<file path="src/rtl/matriz_leds_scan.sv">
// Self-timed LED-matrix column scanner with a double-buffered frame memory and inter-column blanking.
// Optional feature macro BRIGHTNESS_EN adds a brightness input that shortens the drive phase of each slot.
module matriz_leds_scan #(
    parameter int ROWS           = 7,
    parameter int COLS           = 5,
    parameter int DIV            = 65536,
    parameter int BLANK          = 64,
    parameter int ROW_ACTIVE_LOW = 1,
    parameter int BW             = 8,
    localparam int CW            = (COLS > 1) ? $clog2(COLS) : 1
) (
    input  logic            clock,
    input  logic            reset_n,
    input  logic            enable,
    input  logic            wr_en,
    input  logic [CW-1:0]   wr_col,
    input  logic [ROWS-1:0] wr_data,
    input  logic            swap_req,
`ifdef BRIGHTNESS_EN
    input  logic [BW-1:0]   brightness,
`endif
    output logic            swap_ack,
    output logic            frame_start,
    output logic [COLS-1:0] col_out,
    output logic [ROWS-1:0] row_out
);

    localparam int SCW = $clog2(DIV);
    localparam logic [ROWS-1:0] ROW_IDLE = (ROW_ACTIVE_LOW != 0) ? {ROWS{1'b1}} : {ROWS{1'b0}};

    function automatic logic [ROWS-1:0] row_drive(input logic [ROWS-1:0] bitmap);
        if (ROW_ACTIVE_LOW != 0) begin
            row_drive = ~bitmap;
        end else begin
            row_drive = bitmap;
        end
    endfunction

    function automatic logic [COLS-1:0] col_onehot(input logic [CW-1:0] idx);
        col_onehot = COLS'(1'b1) << idx;
    endfunction

    logic [SCW-1:0]  sc_q, sc_d;
    logic [CW-1:0]   col_q, col_d;
    logic            pending_q, pending_d;
    logic            swap_ack_q, swap_ack_d;
    logic            frame_start_q, frame_start_d;
    logic [COLS-1:0] col_out_q, col_out_d;
    logic [ROWS-1:0] row_out_q, row_out_d;
    logic [ROWS-1:0] front_q [COLS];
    logic [ROWS-1:0] back_q  [COLS];

    logic            slot_end_s;
    logic            frame_end_s;
    logic            swap_do_s;
    logic            wr_ok_s;
    logic            in_drive_s;
    logic [32:0]     drive_limit_s;

    // Drive window ends at BLANK+brightness, computed wide so it can never wrap.
`ifdef BRIGHTNESS_EN
    assign drive_limit_s = 33'(BLANK) + 33'(brightness);
`else
    assign drive_limit_s = 33'(DIV);
`endif

    assign slot_end_s  = (sc_q == SCW'(DIV - 1));
    assign frame_end_s = slot_end_s && (col_q == CW'(COLS - 1));
    assign swap_do_s   = (pending_q | swap_req) & (~enable | frame_end_s);
    assign wr_ok_s     = wr_en && (32'(wr_col) < 32'(COLS));
    assign in_drive_s  = (33'(sc_q) >= 33'(BLANK)) && (33'(sc_q) < drive_limit_s);

    assign swap_ack    = swap_ack_q;
    assign frame_start = frame_start_q;
    assign col_out     = col_out_q;
    assign row_out     = row_out_q;

    // Next-state logic for the scan counters, swap bookkeeping and registered outputs.
    always_comb begin
        sc_d          = sc_q;
        col_d         = col_q;
        pending_d     = pending_q;
        swap_ack_d    = 1'b0;
        frame_start_d = 1'b0;
        col_out_d     = {COLS{1'b0}};
        row_out_d     = ROW_IDLE;

        if (!enable) begin
            sc_d  = {SCW{1'b0}};
            col_d = {CW{1'b0}};
        end else if (slot_end_s) begin
            sc_d  = {SCW{1'b0}};
            col_d = (col_q == CW'(COLS - 1)) ? {CW{1'b0}} : col_q + CW'(1);
        end else begin
            sc_d  = sc_q + SCW'(1);
        end

        pending_d     = swap_do_s ? 1'b0 : (pending_q | swap_req);
        swap_ack_d    = swap_do_s;
        frame_start_d = enable && (col_q == {CW{1'b0}}) && (sc_q == {SCW{1'b0}});

        if (enable && in_drive_s) begin
            col_out_d = col_onehot(col_q);
            row_out_d = row_drive(front_q[col_q]);
        end else begin
            col_out_d = {COLS{1'b0}};
            row_out_d = ROW_IDLE;
        end
    end

    // State and output registers.
    always_ff @(posedge clock or negedge reset_n) begin
        if (!reset_n) begin
            sc_q          <= {SCW{1'b0}};
            col_q         <= {CW{1'b0}};
            pending_q     <= 1'b0;
            swap_ack_q    <= 1'b0;
            frame_start_q <= 1'b0;
            col_out_q     <= {COLS{1'b0}};
            row_out_q     <= ROW_IDLE;
        end else begin
            sc_q          <= sc_d;
            col_q         <= col_d;
            pending_q     <= pending_d;
            swap_ack_q    <= swap_ack_d;
            frame_start_q <= frame_start_d;
            col_out_q     <= col_out_d;
            row_out_q     <= row_out_d;
        end
    end

    // Frame buffers: front copies the pre-write back on a swap, so a same-cycle write lands only in back.
    always_ff @(posedge clock or negedge reset_n) begin
        if (!reset_n) begin
            for (int i = 0; i < COLS; i++) begin
                front_q[i] <= {ROWS{1'b0}};
                back_q[i]  <= {ROWS{1'b0}};
            end
        end else begin
            if (swap_do_s) begin
                for (int i = 0; i < COLS; i++) begin
                    front_q[i] <= back_q[i];
                end
            end
            if (wr_ok_s) begin
                back_q[wr_col] <= wr_data;
            end
        end
    end

endmodule

</file>
<file path="config.mk">
export PLATFORM = sky130hd
export DESIGN_NAME = matriz_leds_scan
export DESIGN_NICKNAME = d
export VERILOG_FILES = /design/src/rtl/matriz_leds_scan.sv
export SDC_FILE = /design/constraint.sdc
export NUM_CORES = 1
export LEC_CHECK = 0
export ABC_CLOCK_PERIOD_IN_PS = 2700
export CORE_MARGIN = 2
export CORE_UTILIZATION = 58
export DETAILED_ROUTE_END_ITERATION = 10
export PLACE_DENSITY = 0.76
export SLEW_MARGIN = 20
export SYNTH_ARGS = -nofsm -noshare
export SYNTH_HDL_FRONTEND = slang
export SYNTH_SLANG_ARGS = --single-unit
</file>
<file path="constraint.sdc">
create_clock -name clock -period 2.7 [get_ports clock]
set_input_delay 0.675 -clock clock [delete_from_list [all_inputs] [get_ports clock]]
set_output_delay 0.675 -clock clock [all_outputs]
set_load 0.02 [all_outputs]
</file>
### Word level (Yosys, flattened, before mapping)

Index checks and enable logic that the tools add are counted.

* add/subtract/negate cells: 2
* magnitude comparators: 6
* eq/ne operators: 3
* shift operators: 1
* multiplexer cells: 14
* bitwise logic cells: 7
* reductions and logical operators: 9

Operator list (count)
* 35-bit bitwise mux: 1
* 16-bit 2-to-1 mux: 2
* 7-bit 2-to-1 mux: 4
* 7-bit binary-select mux with 3-bit select: 1
* 7-bit demux with 3-bit select: 1
* 16-bit by 17-bit < comparator with 1-bit output (second input constant): 1
* 16-bit by 1-bit adder with 16-bit output (second input constant): 1
* 16-bit == test (second input constant): 1
* 16-bit by 7-bit greater-or-equal comparator with 1-bit output (second input constant): 1
* 16-bit zero test: 1
* 3-bit 2-to-1 mux: 3
* 4-bit greater-or-equal comparator (second input constant): 2
* 3-bit NOT with 4-bit output: 2
* 1-bit logical AND: 7
* 7-bit NOT: 1
* 5-bit 2-to-1 mux: 1
* 1-bit by 3-bit << shifter with 5-bit output (first input constant): 1
* 4-bit by 1-bit < comparator with 1-bit output (second input constant): 1
* 3-bit by 1-bit adder with 3-bit output (second input constant): 1
* 3-bit == test (second input constant): 1
* 3-bit zero test: 1
* 3-bit < comparator (second input constant): 1
* 2-bit by 1-bit != test with 1-bit output (second input constant): 1
* 1-bit OR: 2
* 3 further kinds: 3

* register bits after elaboration: 104
* input bits: 15
* output and inout port bits: 14
* logic and storage cells: 59

### Longest topological paths before layout

Gate-level depths: netlist (run 1).

* depth after elaboration: 6
* gate-level depth with buffers: 8
* depth with buffers taken out: 6

### Worst setup path before layout (run 1)

No wires, ideal clock.

* path type: register to register
* from: reg col_q[0]
* to: reg front_q[10] in the netlist's numbering
* setup time: 0.125 ns
* arrival time: 2.156 ns
* data required time: 2.575 ns
* setup slack: 0.419 ns
* cell stages (with the launch flop): 9
* buffers on the path: 2
* period minus slack after synthesis: 2.281 ns
* path through: dfrtp_1 clkbuf_1 inv_1 ha_1 nand2_1 or2_2 o22ai_4 buf_6 mux2_2

* word-level cells in the longest chain between the ends: 4

Ends and longest elaborated chain
* start: declaration: RTL line 44 `logic [CW-1:0] col_q, col_d;`
* start signal: assignment: RTL line 115 `col_q <= {CW{1'b0}};`
* start signal: assignment: RTL line 123 `col_q <= col_d;`
* 3-bit == test: RTL line 68 `assign frame_end_s = slot_end_s && (col_q == CW'(COLS - 1));`
* 1-bit logical AND: RTL line 68
* 1-bit OR: RTL line 69 `assign swap_do_s = (pending_q | swap_req) & (~enable | frame_end_s);`
* 1-bit AND: RTL line 69
* end signal: indexed assignment: RTL line 136 `front_q[i] <= {ROWS{1'b0}};`
* end signal: indexed assignment: RTL line 142 `front_q[i] <= back_q[i];`
* end: declaration: RTL line 50 `logic [ROWS-1:0] front_q [COLS];`

No other way between the ends.
A chain may end at the register's enable or synchronous reset.

### Final worst setup path (run 1)

* from: reg sc_q[0]
* to: reg col_q[2]

* word-level cells in the longest chain between the ends: 2

Ends and longest elaborated chain
* start: declaration: RTL line 43 `logic [SCW-1:0] sc_q, sc_d;`
* start signal: assignment: RTL line 114 `sc_q <= {SCW{1'b0}};`
* 16-bit == test: RTL line 67 `assign slot_end_s = (sc_q == SCW'(DIV - 1));`
* 2-bit by 1-bit != test with 1-bit output (no line)

No other way between the ends.

==> results of run 1 <==
## state kept, by name (all words and copies together) (netlist names)
signal       count
col_q            3
back_q          35
front_q         35
sc_q            16
swap_ack         1
frame_start      1
col_out          5
row_out          7
pending_q        1
## path summary, 6_finish.rpt
check / end / slack [ns] / cells after the start
worst min-delay path: sc_q[15] / 0.26 / 1
worst max register to register: col_q[2] / 0.38 / 6
min in group clock: front_q[18] / 0.51 / 1
worst min register to register: front_q[18] / 0.51 / 1
max in group asynchronous: row_out[4] / 1.75 / 2
worst max-delay path: col_q[2] / 0.38 / 6
## kinds of logic (layout without fill, tap and decap cells)
| family | Yosys count | count (layout) | synth area share, % |
|---|---|---|---|
| XOR/XNOR | 13 | 13 | 2.575 |
| AND/OR/NAND/NOR | 90 | 90 | 10.07 |
| buffers and inverters | 21 | 66 | 2.320 |
| multiplexers | 78 | 78 | 21.62 |
| AO/OA/AOI/OAI | 13 | 13 | 2.377 |
| adder cells (fa/ha/maj) | 7 | 7 | 1.981 |
| flip-flops | 104 | 104 | 59.06 |
## area by class of cell
cell class	instances	area share (%)
Timing Repair Buffer	43	8.165
Clock inverter	7	1.549
Tap cell	99	2.435
Inverter	7	0.5165
Sequential cell	104	51.33
Multi-Input combinational cell	201	33.57
Clock buffer	9	2.435
## stage by stage
step	total power (uW)	utilization [%]
after global routing	3620	69.40
final	3441	69.40
after detailed placement	2498	66.63
after CTS	3482	69.40
after floorplan	2328	-
after global placement	2456	66.63
## layout by cell type (no fill, tap or decap), types with 5 or more instances in the layout
cell                               n
sky130_fd_sc_hd__nor3_1            6
sky130_fd_sc_hd__mux4_2            7
sky130_fd_sc_hd__nand3_1          14
sky130_fd_sc_hd__dfstp_2           7
sky130_fd_sc_hd__inv_1             7
sky130_fd_sc_hd__nand2_1          18
sky130_fd_sc_hd__and3_1            6
sky130_fd_sc_hd__clkbuf_8          9
sky130_fd_sc_hd__nor2_1           22
sky130_fd_sc_hd__ha_1              7
sky130_fd_sc_hd__a21o_1            7
sky130_fd_sc_hd__nand4_1           6
sky130_fd_sc_hd__mux2_2           70
sky130_fd_sc_hd__xnor2_1           8
sky130_fd_sc_hd__xor2_1            5
sky130_fd_sc_hd__dfrtp_1          97
sky130_fd_sc_hd__nor4_1            6
sky130_fd_sc_hd__clkdlybuf4s50_1  27
sky130_fd_sc_hd__buf_4            14
## power by group through the flow
stage	clock, uW	sequential (uW)	combinational, uW
finish	985	1980	473
global route	1080	2020	519
CTS	1010	1990	483
detailed placement	0	2020	480
global placement	0	2000	457
floorplan	0	1970	362
## metal layers
| layer | part of all wire (%) | up-vias | GRT usage (%) |
|---|---|---|---|
| met5 | 0 | - | 0 |
| met4 | 1.5 | 0 | 7.955 |
| met3 | 2.4 | 14 | 3.817 |
| li1 | - | 1229 | - |
| met2 | 53 | 40 | 37.90 |
| met1 | 43 | 1376 | 26.93 |
==> flow_summary.ini, run 1 <==
[outcome]
run_status = finished clean

[global_routing]
antenna_found_initial = 0
grt_use_total_pct = 21.61
grt_pass1_vias = 2788
grt_start_max_net_pins = 38
grt_overflow_total = 0
wire_length_of_the_first_global_routing_pass_um = 13740

[sta]
skew_ns = 0.008855
timing.max_slew.rel_slack_pct = 62.63
final_max_slew_viol_count = 0
totalNegativeSetupSlack_ns = 0
timing.final.hold_violations = 0
timing.final.crit_period_ns = 2.324
setup_viol = 0
hold-worst-slack_ns = 0.2623
achievable-frequency_mhz = 430.3
finalCritPeriodShare_pct = 86.07
rsz_0062_raised_after_global_routing = no
layout_setup_ws_ns = 0.3760
worst_pin_slew_ns = 0.5585

[clocking]
tritoncts.num_buffers = 9
clockBufferDepth = 2
ctsResizeCount = 0
tritoncts = done
cts.repair_timing.setup_buffer_count = 0
cts_num_sinks = 104
cts_root_buf = sky130_fd_sc_hd__clkbuf_8
worstSkewPairLatency_ns = 0.37
cts-htree-levels = 3
ctsHoldBuffers = 0
clk_pin_slew_worst_paths_ns = 0.10

[power_and_ir_drop]
p_leak_uw = 0.002171
sequentialPowerShare_pct = 57.6
vdd.ir_drop.worst_v = 0.0004347
total_switching_power_uw = 850.6
power.density_cell_area_mw_per_mm2 = 676.4
comb_power_share_pct = 13.8
clock_power_share_pct = 28.6
cell_internal_pwr_uw = 2590
power.share.switching_pct = 24.72

[place]
dp.cells = 454
routabilityCongestion = 0.9111
detailed_place.area_sq_mm = 0.004885
dpl.hpwl_um = 5401
post-place-ws_ns = 0.2576
portBuffers = 28

[die]
ios = 29
floorplan.die_area_sq_mm = 0.008338
die_w_um = 91.32
floorplan.initialDensity_pct = 60.32
fp-row-count = 31
chip_height_um = 91.32
core_area_sq_mm = 0.007331

[layout]
flow.area_growth_from_synthesis_pct = 15.05
filler_cell_count = 514
multi_input_comb_area_sq_mm = 0.001708
final_layout_size_suffix_gt1_share_pct = 32.08
diodes_inserted = 0
final-seq-area_sq_mm = 0.002611
post_route_design_area_sq_mm = 0.005087
layout.nets = 388
instances_no_fill = 470

[critical_path]
worst_path_dominant_cell_family = simple AND/OR/NAND/NOR gates
timing.critical_path.cells = ha_1 > nand4_1 > or4_1 > buf_4 > or3b_2 > a21boi_0
worst_setup_path_start_kind = flop
worstPathRequired_ns = 2.98
crit_path_max_fanout = 8
cpPeakStageDelay_ns = 0.58
timing.critical_path.arrival_ns = 2.60
critPathSlowestCell = sky130_fd_sc_hd__or4_1
critPathCaptureType = flop
crit_type = reg2reg
setup.worst_path.start = sc_q[0]
cp_num_buf_inv = 1
worstReg2RegStart = sc_q[0]

[yosys]
synth_enable_flop_cells = 0
synth.avg_cell_area_sq_um = 13.56
synthTopCellsByArea = sky130_fd_sc_hd__dfrtp_1 (55%), sky130_fd_sc_hd__mux2_2 (18%), sky130_fd_sc_hd__dfstp_2 (4.2%)
number_of_nets_in_the_synthesized_netlist = 348
syn-cell-area_sq_mm = 0.004422
synth_top_area_share_pct = 54.90
sequential_cell_area_fraction_in_the_yosys_report_pct = 59.05
post_synth_inst_count = 326
yosysTopAreaCell = sky130_fd_sc_hd__dfrtp_1
synth_ff_type = sky130_fd_sc_hd__dfrtp_1
synth_warnings = 0
synthMostInstantiatedCell = sky130_fd_sc_hd__dfrtp_1
post_synthesis_cell_type_count = 32
postSynth.asyncResetShare_pct = 100.0
postSynthRegisterBits = 104
yosys-top-cells-count = sky130_fd_sc_hd__dfrtp_1 (97), sky130_fd_sc_hd__mux2_2 (70), sky130_fd_sc_hd__nor2_1 (22), sky130_fd_sc_hd__nand2_1 (18), sky130_fd_sc_hd__nand3_1 (14)

[flow_run]
drv.max_cap_violation_count = 0

[hold_path]
hold_path.class = in2async

[detailed_routing]
drc_errors = 0
drt_pass1_iterations = 4
ant_nets = 0
route.detailed.vias_per_inst = 5.657
detail_route.wirelength_um = 8032
routed-via-count = 2659
wire_per_inst_um = 17.09
drtIter0Drc = 89
Note: power is estimated with default switching activity, not from simulation.
==> run 2, diff against run 1 <==
--- a/config.mk
+++ b/config.mk
@@ -10,6 +10,7 @@
 export CORE_UTILIZATION = 58
 export DETAILED_ROUTE_END_ITERATION = 10
 export PLACE_DENSITY = 0.76
+export RECOVER_POWER = 50
 export SLEW_MARGIN = 20
 export SYNTH_ARGS = -nofsm -noshare
 export SYNTH_HDL_FRONTEND = slang
==> flow_summary.ini, run 2 (synthesized netlist as in run 1, its figures left out) <==
[outcome]
run_status = finished with violations
violations = capacitance limit, slew limit

[clocking]
ctsResizeCount = 0
cts.repair_timing.setup_buffer_count = 0
clockBufferDepth = 2
tritoncts = done
tritoncts.num_buffers = 9
cts_root_buf = sky130_fd_sc_hd__clkbuf_8
clk_pin_slew_worst_paths_ns = 0.10
ctsHoldBuffers = 0
worstSkewPairLatency_ns = 0.37
cts_num_sinks = 104
cts-htree-levels = 3

[power_and_ir_drop]
power.density_cell_area_mw_per_mm2 = 677.0
sequentialPowerShare_pct = 57.7
p_leak_uw = 0.002163
total_switching_power_uw = 850.1
comb_power_share_pct = 13.7
clock_power_share_pct = 28.6
power.share.switching_pct = 24.72
cell_internal_pwr_uw = 2589
vdd.ir_drop.worst_v = 0.0004347

[global_routing]
grt_overflow_total = 0
grt_use_total_pct = 21.61
grt_pass1_vias = 2788
antenna_found_initial = 0
wire_length_of_the_first_global_routing_pass_um = 13740
grt_start_max_net_pins = 38

[sta]
achievable-frequency_mhz = 430.4
hold-worst-slack_ns = 0.5105
worst_pin_slew_ns = 2.030
timing.final.crit_period_ns = 2.323
skew_ns = 0.008682
timing.max_slew.rel_slack_pct = -35.32
final_max_slew_viol_count = 37
setup_viol = 0
finalCritPeriodShare_pct = 86.05
timing.final.hold_violations = 0
rsz_0062_raised_after_global_routing = no
totalNegativeSetupSlack_ns = 0

[detailed_routing]
drc_errors = 0
routed-via-count = 2660
drt_pass1_iterations = 4
detail_route.wirelength_um = 8018
ant_nets = 0
drtIter0Drc = 89
route.detailed.vias_per_inst = 5.660
wire_per_inst_um = 17.06

[critical_path]
timing.critical_path.arrival_ns = 2.60
critPathSlowestCell = sky130_fd_sc_hd__or4_1
r2r.worst_path.cells = 6
critPathCaptureType = flop
worstPathRequired_ns = 2.98
crit_type = reg2reg
timing.critical_path.cells = ha_1 > nand4_1 > or4_1 > buf_4 > or3b_2 > a21boi_0
worst_setup_path_start_kind = flop
cpPeakStageDelay_ns = 0.58
crit_path_max_fanout = 8

[layout]
instances_no_fill = 470
final_layout_size_suffix_gt1_share_pct = 31.54
diodes_inserted = 0
layout.nets = 388
layout_top_registers = back_q x35, front_q x35, sc_q x16
most-common-layout-cells = sky130_fd_sc_hd__dfrtp_1 (97), sky130_fd_sc_hd__mux2_2 (70), sky130_fd_sc_hd__clkdlybuf4s50_1 (26)
commonest_non_fill_non_tap_cell_in_the_layout = sky130_fd_sc_hd__dfrtp_1
filler_cell_count = 517
flow.area_growth_from_synthesis_pct = 14.88

[place]
dp.cells = 454
portBuffers = 28
dpl.hpwl_um = 5401
routabilityCongestion = 0.9111

[hold_path]
worst_hold_path.num_cells = 1
hold_path.class = reg2reg

[die]
die_w_um = 91.32
floorplan.initialDensity_pct = 60.32
ios = 29
floorplan.die_area_sq_mm = 0.008338
fp-row-count = 31
chip_height_um = 91.32
core_area_sq_mm = 0.007331

[flow_run]
drv.max_cap_violation_count = 1
==> run 2: cell count changes in the layout (fill, tap and decap cells not counted) <==
| cell | before | now |
|---|---|---|
| sky130_fd_sc_hd__clkbuf_1 | 0 | 2 |
| sky130_fd_sc_hd__clkdlybuf4s50_1 | 27 | 26 |
| sky130_fd_sc_hd__dlygate4sd3_1 | 0 | 1 |
| sky130_fd_sc_hd__and2_1 | 3 | 2 |
| sky130_fd_sc_hd__and2_0 | 0 | 1 |
| sky130_fd_sc_hd__buf_4 | 14 | 12 |
==> run 2: power groups by stage <==
stage               sequential, uW  clock [uW]  combinational (uW)
floorplan                     1970           0                 362
global placement              2000           0                 457
detailed placement            2020           0                 480
CTS                           1990        1010                 483
global route                  2020        1080                 518
finish                        1980         984                 472
==> run 2: final timing paths <==
| path | from | to | slack (ns) |
|---|---|---|---|
| max | sc_q[0] | col_q[2] | 0.38 |
| max in group asynchronous | reset_n | row_out[4] | 0.59 |
| min | front_q[18] | front_q[18] | 0.51 |
| min reg2reg | front_q[18] | front_q[18] | 0.51 |
| min in group asynchronous | reset_n | sc_q[15] | 0.88 |
| max reg2reg | sc_q[0] | col_q[2] | 0.38 |
==> run 2: metrics by stage <==
step	instance area, sq um	power, uW	utilization, %	worst slack [ns]
after floorplan	4422	2328	-	0.4189
after global placement	4885	2456	66.63	0.2699
after detailed placement	4885	2498	66.63	0.2576
after CTS	5087	3482	69.40	0.3790
after global routing	5080	3619	69.30	0.1954
final	5080	3439	69.30	0.3767
==> run 2: layout make-up <==
class                      count  area (sq um)  share of cell area (%)
sequential                   104          2611                   51.40
multi-input combinational    201          1708                   33.62
timing repair buffer          43         407.9                   8.030
clock buffer                   9         123.9                   2.438
tap                           99         123.9                   2.438
clock inverter                 7         78.83                   1.552
inverter                       7         26.28                  0.5172
==> run 2: critical path, delay by kind of cell, from the launching register on <==
| kind | cells | cell delay [ns] |
|---|---|---|
| flops | 1 | 0.41 |
| buf+inv | 1 | 0.21 |
| simple gates | 3 | 1.12 |
| compound gates | 1 | 0.19 |
| fa+ha+maj | 1 | 0.30 |
==> run 2: metal layers <==
metal / GRT usage, % / vias to the layer above / wire length (um)
met5: 0 / - / 0
met4: 7.955 / 0 / 121
met3: 3.817 / 14 / 196
met2: 37.90 / 43 / 4252
met1: 26.93 / 1375 / 3447
li1: - / 1228 / -
==> run 3, diff against run 2 <==
--- a/config.mk
+++ b/config.mk
@@ -9,6 +9,7 @@
 export CORE_MARGIN = 2
 export CORE_UTILIZATION = 58
 export DETAILED_ROUTE_END_ITERATION = 10
+export HOLD_SLACK_MARGIN = 0.03
 export PLACE_DENSITY = 0.76
 export RECOVER_POWER = 50
 export SLEW_MARGIN = 20
==> results of run 3 <==
No change in the layout: final DEF, timing and power equal those of run 2.
